File: src/rtl/branch_flush_ctrl.sv
// Branch resolution and pipeline flush controller. It detects mispredicts in EX,
// issues a redirect to the PC unit, squashes IF/ID and ID/EX, and keeps branch statistics.
module branch_flush_ctrl #(
   parameter int FLUSH_CYCLES = 2,
   parameter int CNT_W        = 32
) (
   input  logic             clk,
   input  logic             rst,
   input  logic             ex_valid,
   input  logic             ex_branch,
   input  logic             ex_jump,
   input  logic             ex_taken,
   input  logic             ex_pred_taken,
   input  logic [31:0]      ex_target,
   input  logic [31:0]      ex_pc_plus4,
   input  logic             stall,
   input  logic             redirect_ready,
   input  logic             cnt_clr,
   output logic             redirect_valid,
   output logic [31:0]      redirect_pc,
   output logic             flush_if_id,
   output logic             flush_id_ex,
   output logic             busy,
   output logic [CNT_W-1:0] branch_cnt,
   output logic [CNT_W-1:0] mispred_cnt
);

   localparam logic [1:0] IDLE     = 2'd0;
   localparam logic [1:0] REDIRECT = 2'd1;
   localparam logic [1:0] FLUSH    = 2'd2;

   localparam logic [2:0]       FLUSH_LOAD = 3'(FLUSH_CYCLES - 1);
   localparam logic [CNT_W-1:0] CNT_ONE    = {{(CNT_W-1){1'b0}}, 1'b1};
   localparam logic [CNT_W-1:0] CNT_MAX    = {CNT_W{1'b1}};

   logic [1:0] state;
   logic [1:0] state_n;
   logic [2:0] flush_cnt;
   logic [2:0] flush_cnt_n;
   logic       ev;
   logic       act;
   logic       mp;
   logic       idle_ev;
   logic       idle_mp;

   assign ev      = ex_valid & ~stall & (ex_branch | ex_jump);
   assign act     = ex_jump | ex_taken;
   assign mp      = ev & (act != ex_pred_taken);
   // Events seen outside IDLE belong to the squashed wrong path.
   assign idle_ev = (state == IDLE) & ev;
   assign idle_mp = (state == IDLE) & mp;

   always_comb begin
      state_n     = state;
      flush_cnt_n = flush_cnt;
      case (state)
         IDLE: begin
            if (mp) begin
               state_n = REDIRECT;
            end
         end
         REDIRECT: begin
            if (redirect_valid && redirect_ready) begin
               state_n     = FLUSH;
               flush_cnt_n = FLUSH_LOAD;
            end
         end
         FLUSH: begin
            if (!stall) begin
               if (flush_cnt == 3'd0) begin
                  state_n = IDLE;
               end else begin
                  flush_cnt_n = flush_cnt - 3'd1;
               end
            end
         end
         default: begin
            state_n     = IDLE;
            flush_cnt_n = 3'd0;
         end
      endcase
   end

   // Outputs are registered from the next state so nothing passes straight from inputs.
   always_ff @(posedge clk or negedge rst) begin
      if (!rst) begin
         state          <= IDLE;
         flush_cnt      <= 3'd0;
         redirect_valid <= 1'b0;
         redirect_pc    <= 32'h0;
         flush_if_id    <= 1'b0;
         flush_id_ex    <= 1'b0;
         busy           <= 1'b0;
      end else begin
         state          <= state_n;
         flush_cnt      <= flush_cnt_n;
         redirect_valid <= (state_n == REDIRECT);
         flush_if_id    <= (state_n != IDLE);
         flush_id_ex    <= (state_n != IDLE);
         busy           <= (state_n != IDLE);
         if (idle_mp) begin
            redirect_pc <= act ? ex_target : ex_pc_plus4;
         end
      end
   end

   // Saturating statistics; a clear request always beats a same-cycle increment.
   always_ff @(posedge clk or negedge rst) begin
      if (!rst) begin
         branch_cnt  <= '0;
         mispred_cnt <= '0;
      end else if (cnt_clr) begin
         branch_cnt  <= '0;
         mispred_cnt <= '0;
      end else begin
         if (idle_ev && branch_cnt != CNT_MAX) begin
            branch_cnt <= branch_cnt + CNT_ONE;
         end
         if (idle_mp && mispred_cnt != CNT_MAX) begin
            mispred_cnt <= mispred_cnt + CNT_ONE;
         end
      end
   end

endmodule

File: config.mk
export PLATFORM = sky130hd
export DESIGN_NAME = branch_flush_ctrl
export DESIGN_NICKNAME = d
export VERILOG_FILES = /design/src/rtl/branch_flush_ctrl.sv
export SDC_FILE = /design/constraint.sdc
export NUM_CORES = 1
export LEC_CHECK = 0
export BUFFER_PORTS_ARGS = -buffer_cell sky130_fd_sc_hd__buf_2
export CAP_MARGIN = 10
export CORE_MARGIN = 2
export CORE_UTILIZATION = 42
export CTS_BUF_LIST = sky130_fd_sc_hd__clkbuf_4 sky130_fd_sc_hd__clkbuf_8 sky130_fd_sc_hd__clkbuf_16
export DETAILED_ROUTE_END_ITERATION = 7
export PLACE_DENSITY = 0.68
export SLEW_MARGIN = 20
export SYNTH_ARGS = -nofsm -noshare
export SYNTH_HDL_FRONTEND = slang
export SYNTH_SLANG_ARGS = --single-unit
File: constraint.sdc
create_clock -name clk -period 4.7 [get_ports clk]
set_input_delay 0 -clock clk [delete_from_list [all_inputs] [get_ports clk]]
set_output_delay 0 -clock clk [all_outputs]
set_load 0.05 [all_outputs]
==> flow_metrics.env, run 1 <==
export IMPL_status="finished, violations left"
export IMPL_failed_checks="negative hold slack"
export IMPL_setup_viol_count_final=0
export IMPL_critPathLaunchType="register"
export IMPL_crit_type="register to register"
export IMPL_worst_pin_slew_ns=0.976
export IMPL_gp_congestion=0.793
export IMPL_chipWidth_um=120
export IMPL_hold_viol=2
export IMPL_pre_cts_ws_ns=1.92
export IMPL_synth_warning_count=0
export IMPL_antenna_left=0
export IMPL_finalPower_w=0.00312
export IMPL_area_growth_syn_to_layout_pct=34.0
export IMPL_antenna_found_initial=0
export IMPL_synth_top_family_by_area="simple AND/OR/NAND/NOR gates"
export IMPL_p_leak_nw=3.31
export IMPL_holdPathStages=3
export IMPL_grt_setup_unrepaired="false"
export IMPL_rows=42
export IMPL_hold_end="redirect_pc[7]$_DFFE_PN0P_"
export IMPL_grt_pass1_wl_um=26200
export IMPL_drt_iter0_drc=476
export IMPL_ys_seq_elements=103
export IMPL_maxCapViolCount=0
export IMPL_htree_levels=3
export IMPL_synth_cell_area_sq_mm=0.00563
export IMPL_clkTransAtPathRegs_ns=0.07
export IMPL_r2r_setup_slack_ns=1.90
export IMPL_yosys_top_cells_area="dfrtp_1, mux2i_1, o31ai_1"
export IMPL_synth_cells=603
export IMPL_synthMuxAreaShare=0.0647
export IMPL_via_per_inst=5.63
export IMPL_end_kind="register"
export IMPL_final_nets=900
export IMPL_cts_buffer_depth=2
export IMPL_synth_xor_area_frac=0.00156
export IMPL_avgSynthCellArea_sq_um=9.33
export IMPL_yosysUniqueCellTypes=50
export IMPL_synth_top_area_share=0.458
export IMPL_finalSetupTns_ns=0
export IMPL_finalCriticalPeriod_ns=2.80
export IMPL_place_hpwl_um=10600
export IMPL_timing_rr_start="state[0]$_DFF_PN0_"
export IMPL_placedCellCount=919
export IMPL_dpl_cell_area_sq_mm=0.00658
export IMPL_grt_pass1_vias=5360
export IMPL_coreArea_sq_mm=0.0131
export IMPL_numCtsBuffers=9
export IMPL_synth_simple_area_share=0.239
export IMPL_yosys_area_share_adder=0.0178
export IMPL_drc=0
export IMPL_yosysTopAreaCell="dfrtp_1"
export IMPL_cts_sinks=103
export IMPL_drt_pass1_iter_count=5
export IMPL_async_flop_share=1.00
export IMPL_final_area_sq_mm=0.00754
export IMPL_wirelength_um=16200
export IMPL_synth_ff_type="dfrtp_1"
export IMPL_drv_slew=0
export IMPL_path_max_fanout=35
export IMPL_fin_skew_ns=0.00525
export IMPL_initial_core_util=0.428
export IMPL_cts_tree="yes"
export IMPL_io_pins=174
export IMPL_syn_num_nets=685
export IMPL_cp_required_ns=4.97
export IMPL_hold_class="input pin to register"
export IMPL_powerDensity_mw_per_mm2=414
export IMPL_r2r_end="mispred_cnt[22]$_DFFE_PN0P_"
export IMPL_relSlewSlack=0.348
export IMPL_cts_root_buffer="clkbuf_16"
export IMPL_instances_no_fill=999
export IMPL_hold_start="ex_target[7]"
export IMPL_dr_max_layer_used="met4"
export IMPL_cp_arrival_ns=3.07
export IMPL_hold_slack_ns=-0.00482
export IMPL_diodes=0
export IMPL_grt_overflow_total=0
export IMPL_vias=5628
export IMPL_ir_drop_v=0.000376
export IMPL_track_usage=0.224
export IMPL_worstSkewPairLatency_ns=0.35
export IMPL_fin_crit_sh=0.595
export IMPL_port_buffers=173
export IMPL_die_area_sq_mm=0.0143
export IMPL_wl_per_cell_um=16.2
export IMPL_synth_edff_count=0
export IMPL_wl_met2_um=8070
export IMPL_wl_met3_um=717
export IMPL_die_y_um=120
export IMPL_wl_met1_um=6950
export IMPL_grt_max_degree=68
export IMPL_synth_compound_area_frac=0.178
export IMPL_drive_above_1_share=0.269
export IMPL_layout_setup_ws_ns=1.90
export IMPL_clock_fmax_ghz=0.358
export IMPL_synth_seq_area_share=0.458
export IMPL_r2r_cells=7
[where the power goes]
part	leakage, nW	internal, W	switching, W
registers	1.39	0.00105	0.0000964
clock network	0.149	0.000431	0.000349
logic	1.78	0.000305	0.000889
total	3.31	0.00179	0.00133
[worst max path at each step]
stage / from / to / slack (ns) / cells past startpoint
global placement: mispred_cnt[0]$_DFFE_PN0P_ / mispred_cnt[5]$_DFFE_PN0P_ / 2.03 / 7
floorplan: mispred_cnt[0]$_DFFE_PN0P_ / mispred_cnt[22]$_DFFE_PN0P_ / 2.14 / 6
detailed placement: state[0]$_DFF_PN0_ / mispred_cnt[22]$_DFFE_PN0P_ / 1.92 / 7
CTS: state[0]$_DFF_PN0_ / mispred_cnt[22]$_DFFE_PN0P_ / 1.91 / 7
global route: mispred_cnt[0]$_DFFE_PN0P_ / mispred_cnt[15]$_DFFE_PN0P_ / 1.71 / 7
finish: state[0]$_DFF_PN0_ / mispred_cnt[22]$_DFFE_PN0P_ / 1.90 / 7
[kinds of logic after synthesis]
kind of cell / count (synthesis)
AO/OA/AOI/OAI: 171
XOR/XNOR: 1
adder cells (fa/ha/maj): 8
buffers and inverters: 49
flip-flops: 103
multiplexers: 36
AND/OR/NAND/NOR: 235
[routing by layer]
metal / track usage / vias up
met5: 0 / -
met3: 0.0342 / 31
met4: 0.0949 / 0
met2: 0.374 / 164
met1: 0.290 / 2724
li1: - / 2709
[metrics by stage]
stage | utilization | hold slack (ns)
2_1_floorplan | - | -0.296
3_3_place_gp | 0.501 | 0.129
3_5_place_dp | 0.501 | 0.130
4_1_cts | 0.572 | 0.00213
5_1_grt | 0.574 | 0.00648
6_report | 0.574 | -0.00482
[sequential cells by signal, indices dropped and copies added, names as in the netlist]
| name | cells |
|---|---|
| busy | 1 |
| mispred_cnt | 32 |
| redirect_pc | 32 |
| redirect_valid | 1 |
| branch_cnt | 32 |
| state | 2 |
| flush_cnt | 3 |
[area by class of cell]
class / instances / area [sq um]
Fill cell: 1131 / 5600
Multi-Input combinational cell: 451 / 2840
Sequential cell: 103 / 2580
Timing Repair Buffer: 241 / 1550
Clock buffer: 10 / 239
Tap cell: 176 / 220
Clock inverter: 6 / 68.8
Inverter: 12 / 45.0
[worst max-delay path, cell delays in order, from the launching register on]
cell     delay, ns
dfrtp_1       0.41
inv_1         0.12
ha_1          0.23
o21a_1        0.21
nand4_4       0.39
or4_4         0.71
or4_1         0.48
a21oi_1       0.15
[synthesized netlist by cell type (13+ instances only)]
cell and number:
clkbuf_1 27, nor2_1 16, mux2i_1 33, nand2_1 63, or3_1 13, o21ai_0 54, a21oi_1 62, or4_1 39
o31ai_1 43, nand3_1 31, dfrtp_1 103, nand4_1 16
[placed cells by master, fill, tap and decap left out, drive strengths merged, types with 2 or more instances in the layout]
cell	n
dfrtp	103
nor2	16
ha	8
or2	7
nor3	7
o31ai	43
nand2b	3
nor2b	7
nand2	63
and4	6
nand3	31
mux2	3
or3	15
clkinv	3
inv	13
and3	4
clkbuf	10
buf	178
and2	2
o21ai	55
or4	45
dlygate4sd3	63
nor4	7
mux2i	33
a21oi	62
nand4	19
nand3b	2
[what timing repair did]
action / CTS / global route
hold endpoints to repair: 90 / 0
gates resized for setup: 0 / 0
buffers inserted: 0 / 0
hold buffers: 63 / 0
Power figures use the tool's default switching activity.
==> run 2, diff against run 1 <==
--- a/config.mk
+++ b/config.mk
@@ -11,7 +11,7 @@
 export CORE_UTILIZATION = 42
 export CTS_BUF_LIST = sky130_fd_sc_hd__clkbuf_4 sky130_fd_sc_hd__clkbuf_8 sky130_fd_sc_hd__clkbuf_16
 export DETAILED_ROUTE_END_ITERATION = 7
-export PLACE_DENSITY = 0.68
+export PLACE_DENSITY = 0.7
 export SLEW_MARGIN = 20
 export SYNTH_ARGS = -nofsm -noshare
 export SYNTH_HDL_FRONTEND = slang
==> constraint.sdc (replaced) <==
create_clock -name clk -period 2.4 [get_ports clk]
set_input_delay 0 -clock clk [delete_from_list [all_inputs] [get_ports clk]]
set_output_delay 0 -clock clk [all_outputs]
set_load 0.05 [all_outputs]
==> flow_metrics.env, run 2 (same netlist as run 1, synthesis figures left out) <==
export IMPL_status="complete, no violations"
export IMPL_grt_setup_unrepaired="false"
export IMPL_switching_share=0.419
export IMPL_grt_overflow_total=0
export IMPL_setup_viol_count_final=0
export IMPL_rows=42
export IMPL_drv_slew=0
export IMPL_power_frac_seq=0.358
export IMPL_crit_type="register to register"
export IMPL_diodes=0
export IMPL_grt_pass1_vias=5713
export IMPL_cts_tree="yes"
export IMPL_hold_viol=0
export IMPL_fin_crit_sh=0.953
export IMPL_drt_pass1_iter_count=5
export IMPL_grt_max_degree=99
export IMPL_clock_fmax_ghz=0.437
export IMPL_worstSkewPairLatency_ns=0.35
export IMPL_coreArea_sq_mm=0.0131
export IMPL_drt_iter0_drc=377
export IMPL_pwr_share_comb=0.384
export IMPL_worst_pin_slew_ns=0.757
export IMPL_initial_core_util=0.428
export IMPL_dpl_cell_area_sq_mm=0.00687
export IMPL_path_max_fanout=6
export IMPL_wirelength_um=17300
export IMPL_via_per_inst=5.73
export IMPL_area_growth_syn_to_layout_pct=40.0
export IMPL_cts_buffer_depth=2
export IMPL_grt_pass1_wl_um=28300
export IMPL_power_share_clock=0.258
export IMPL_antenna_found_initial=0
export IMPL_ir_drop_v=0.000761
export IMPL_p_int_w=0.00365
export IMPL_wl_per_cell_um=16.7
export IMPL_cp_arrival_ns=2.56
export IMPL_die_y_um=120
export IMPL_die_area_sq_mm=0.0143
export IMPL_final_nets=934
export IMPL_numCtsBuffers=9
export IMPL_finalSetupTns_ns=0
export IMPL_drc=0
export IMPL_htree_levels=3
export IMPL_fin_skew_ns=0.00593
export IMPL_end_kind="register"
export IMPL_clkTransAtPathRegs_ns=0.07
export IMPL_mostFrequentLayoutCell="buf_2"
export IMPL_drive_above_1_share=0.309
export IMPL_chipWidth_um=120
export IMPL_hold_class="input pin to register"
export IMPL_gp_congestion=0.879
export IMPL_place_hpwl_um=11300
export IMPL_cts_root_buffer="clkbuf_16"
export IMPL_reg_top3="branch_cnt x32, mispred_cnt x32, redirect_pc x32"
export IMPL_vias=5920
export IMPL_cts_sinks=103
export IMPL_critPathLaunchType="register"
export IMPL_cp_required_ns=2.67
export IMPL_p_switching_w=0.00263
export IMPL_port_buffers=173
export IMPL_relSlewSlack=0.495
export IMPL_p_leak_nw=3.50
export IMPL_track_usage=0.243
export IMPL_io_pins=174
export IMPL_final_cell_mix="buf_2, dfrtp_1, nand2_1, dlygate4sd3_1, a21oi_1"
export IMPL_final_area_sq_mm=0.00788
export IMPL_powerDensity_mw_per_mm2=797
export IMPL_finalCriticalPeriod_ns=2.29
export IMPL_maxCapViolCount=0
export IMPL_antenna_left=0
export IMPL_hold_slack_ns=0.0256
## run 2: changes by cell type in the layout (fill, tap and decap cells not counted), sizes merged
| cell | delta |
|---|---|
| clkinv | -1 |
| inv | -1 |
| clkbuf | +1 |
| bufinv | +1 |
| buf | +34 |
## run 2: worst max-delay path, cell delays in order (launching register included)
cell and delay [ns]:
dfrtp_2 0.40, ha_2 0.20, nand4_1 0.13, or2_4 0.27, or4_4 0.56, or4_1 0.49
a21oi_1 0.16
## run 2: path summary, 6_finish.rpt
path | from | to | slack [ns] | cells after the start
min reg2reg | redirect_pc[29]$_DFFE_PN0P_ | redirect_pc[29]$_DFFE_PN0P_ | 0.48 | 2
max in group asynchronous | rst | redirect_pc[12]$_DFFE_PN0P_ | 1.41 | 3
min in group asynchronous | rst | branch_cnt[20]$_DFFE_PN0P_ | 0.26 | 2
max reg2reg | mispred_cnt[1]$_DFFE_PN0P_ | mispred_cnt[22]$_DFFE_PN0P_ | 0.11 | 6
min | ex_pc_plus4[13] | redirect_pc[13]$_DFFE_PN0P_ | 0.03 | 3
max | mispred_cnt[1]$_DFFE_PN0P_ | mispred_cnt[22]$_DFFE_PN0P_ | 0.11 | 6
## run 2: area by class of cell
cell class | instances | area [sq um]
Fill cell | 1127 | 5260
Multi-Input combinational cell | 451 | 2870
Sequential cell | 103 | 2580
Timing Repair Buffer | 275 | 1830
Clock buffer | 11 | 246
Tap cell | 176 | 220
Clock inverter | 5 | 81.3
Inverter | 12 | 45.0
## run 2: through the flow
step	utilization	setup slack, ns	instances	total power, W
after floorplan	-	-0.00220	603	0.00391
after global placement	0.523	0.131	951	0.00448
after detailed placement	0.523	0.0505	951	0.00453
after CTS	0.596	0.0398	1030	0.00627
after global routing	0.600	0.00680	1033	0.00658
final	0.600	0.112	1033	0.00628
## run 2: power groups by stage
stage	Combinational, W	Sequential, W	Clock (W)
floorplan	0.000601	0.00331	0
finish	0.00241	0.00225	0.00162
global route	0.00256	0.00229	0.00172
CTS	0.00237	0.00224	0.00166
global placement	0.00223	0.00225	0
detailed placement	0.00227	0.00226	0
## run 2: repair_timing
| item | CTS | global route |
|---|---|---|
| setup buffers | 0 | 3 |
| setup endpoints to repair | 0 | 29 |
| resized for setup | 0 | 8 |
| hold buffers | 63 | 0 |
| endpoints found under the hold margin | 86 | 0 |
## run 2: per-layer routing
layer	vias to the layer above	GRT usage	part of all wire
met3	50	0.0537	0.042
met1	2895	0.304	0.42
met4	0	0.0860	0.028
met2	192	0.415	0.51
li1	2783	-	-
met5	-	0	0
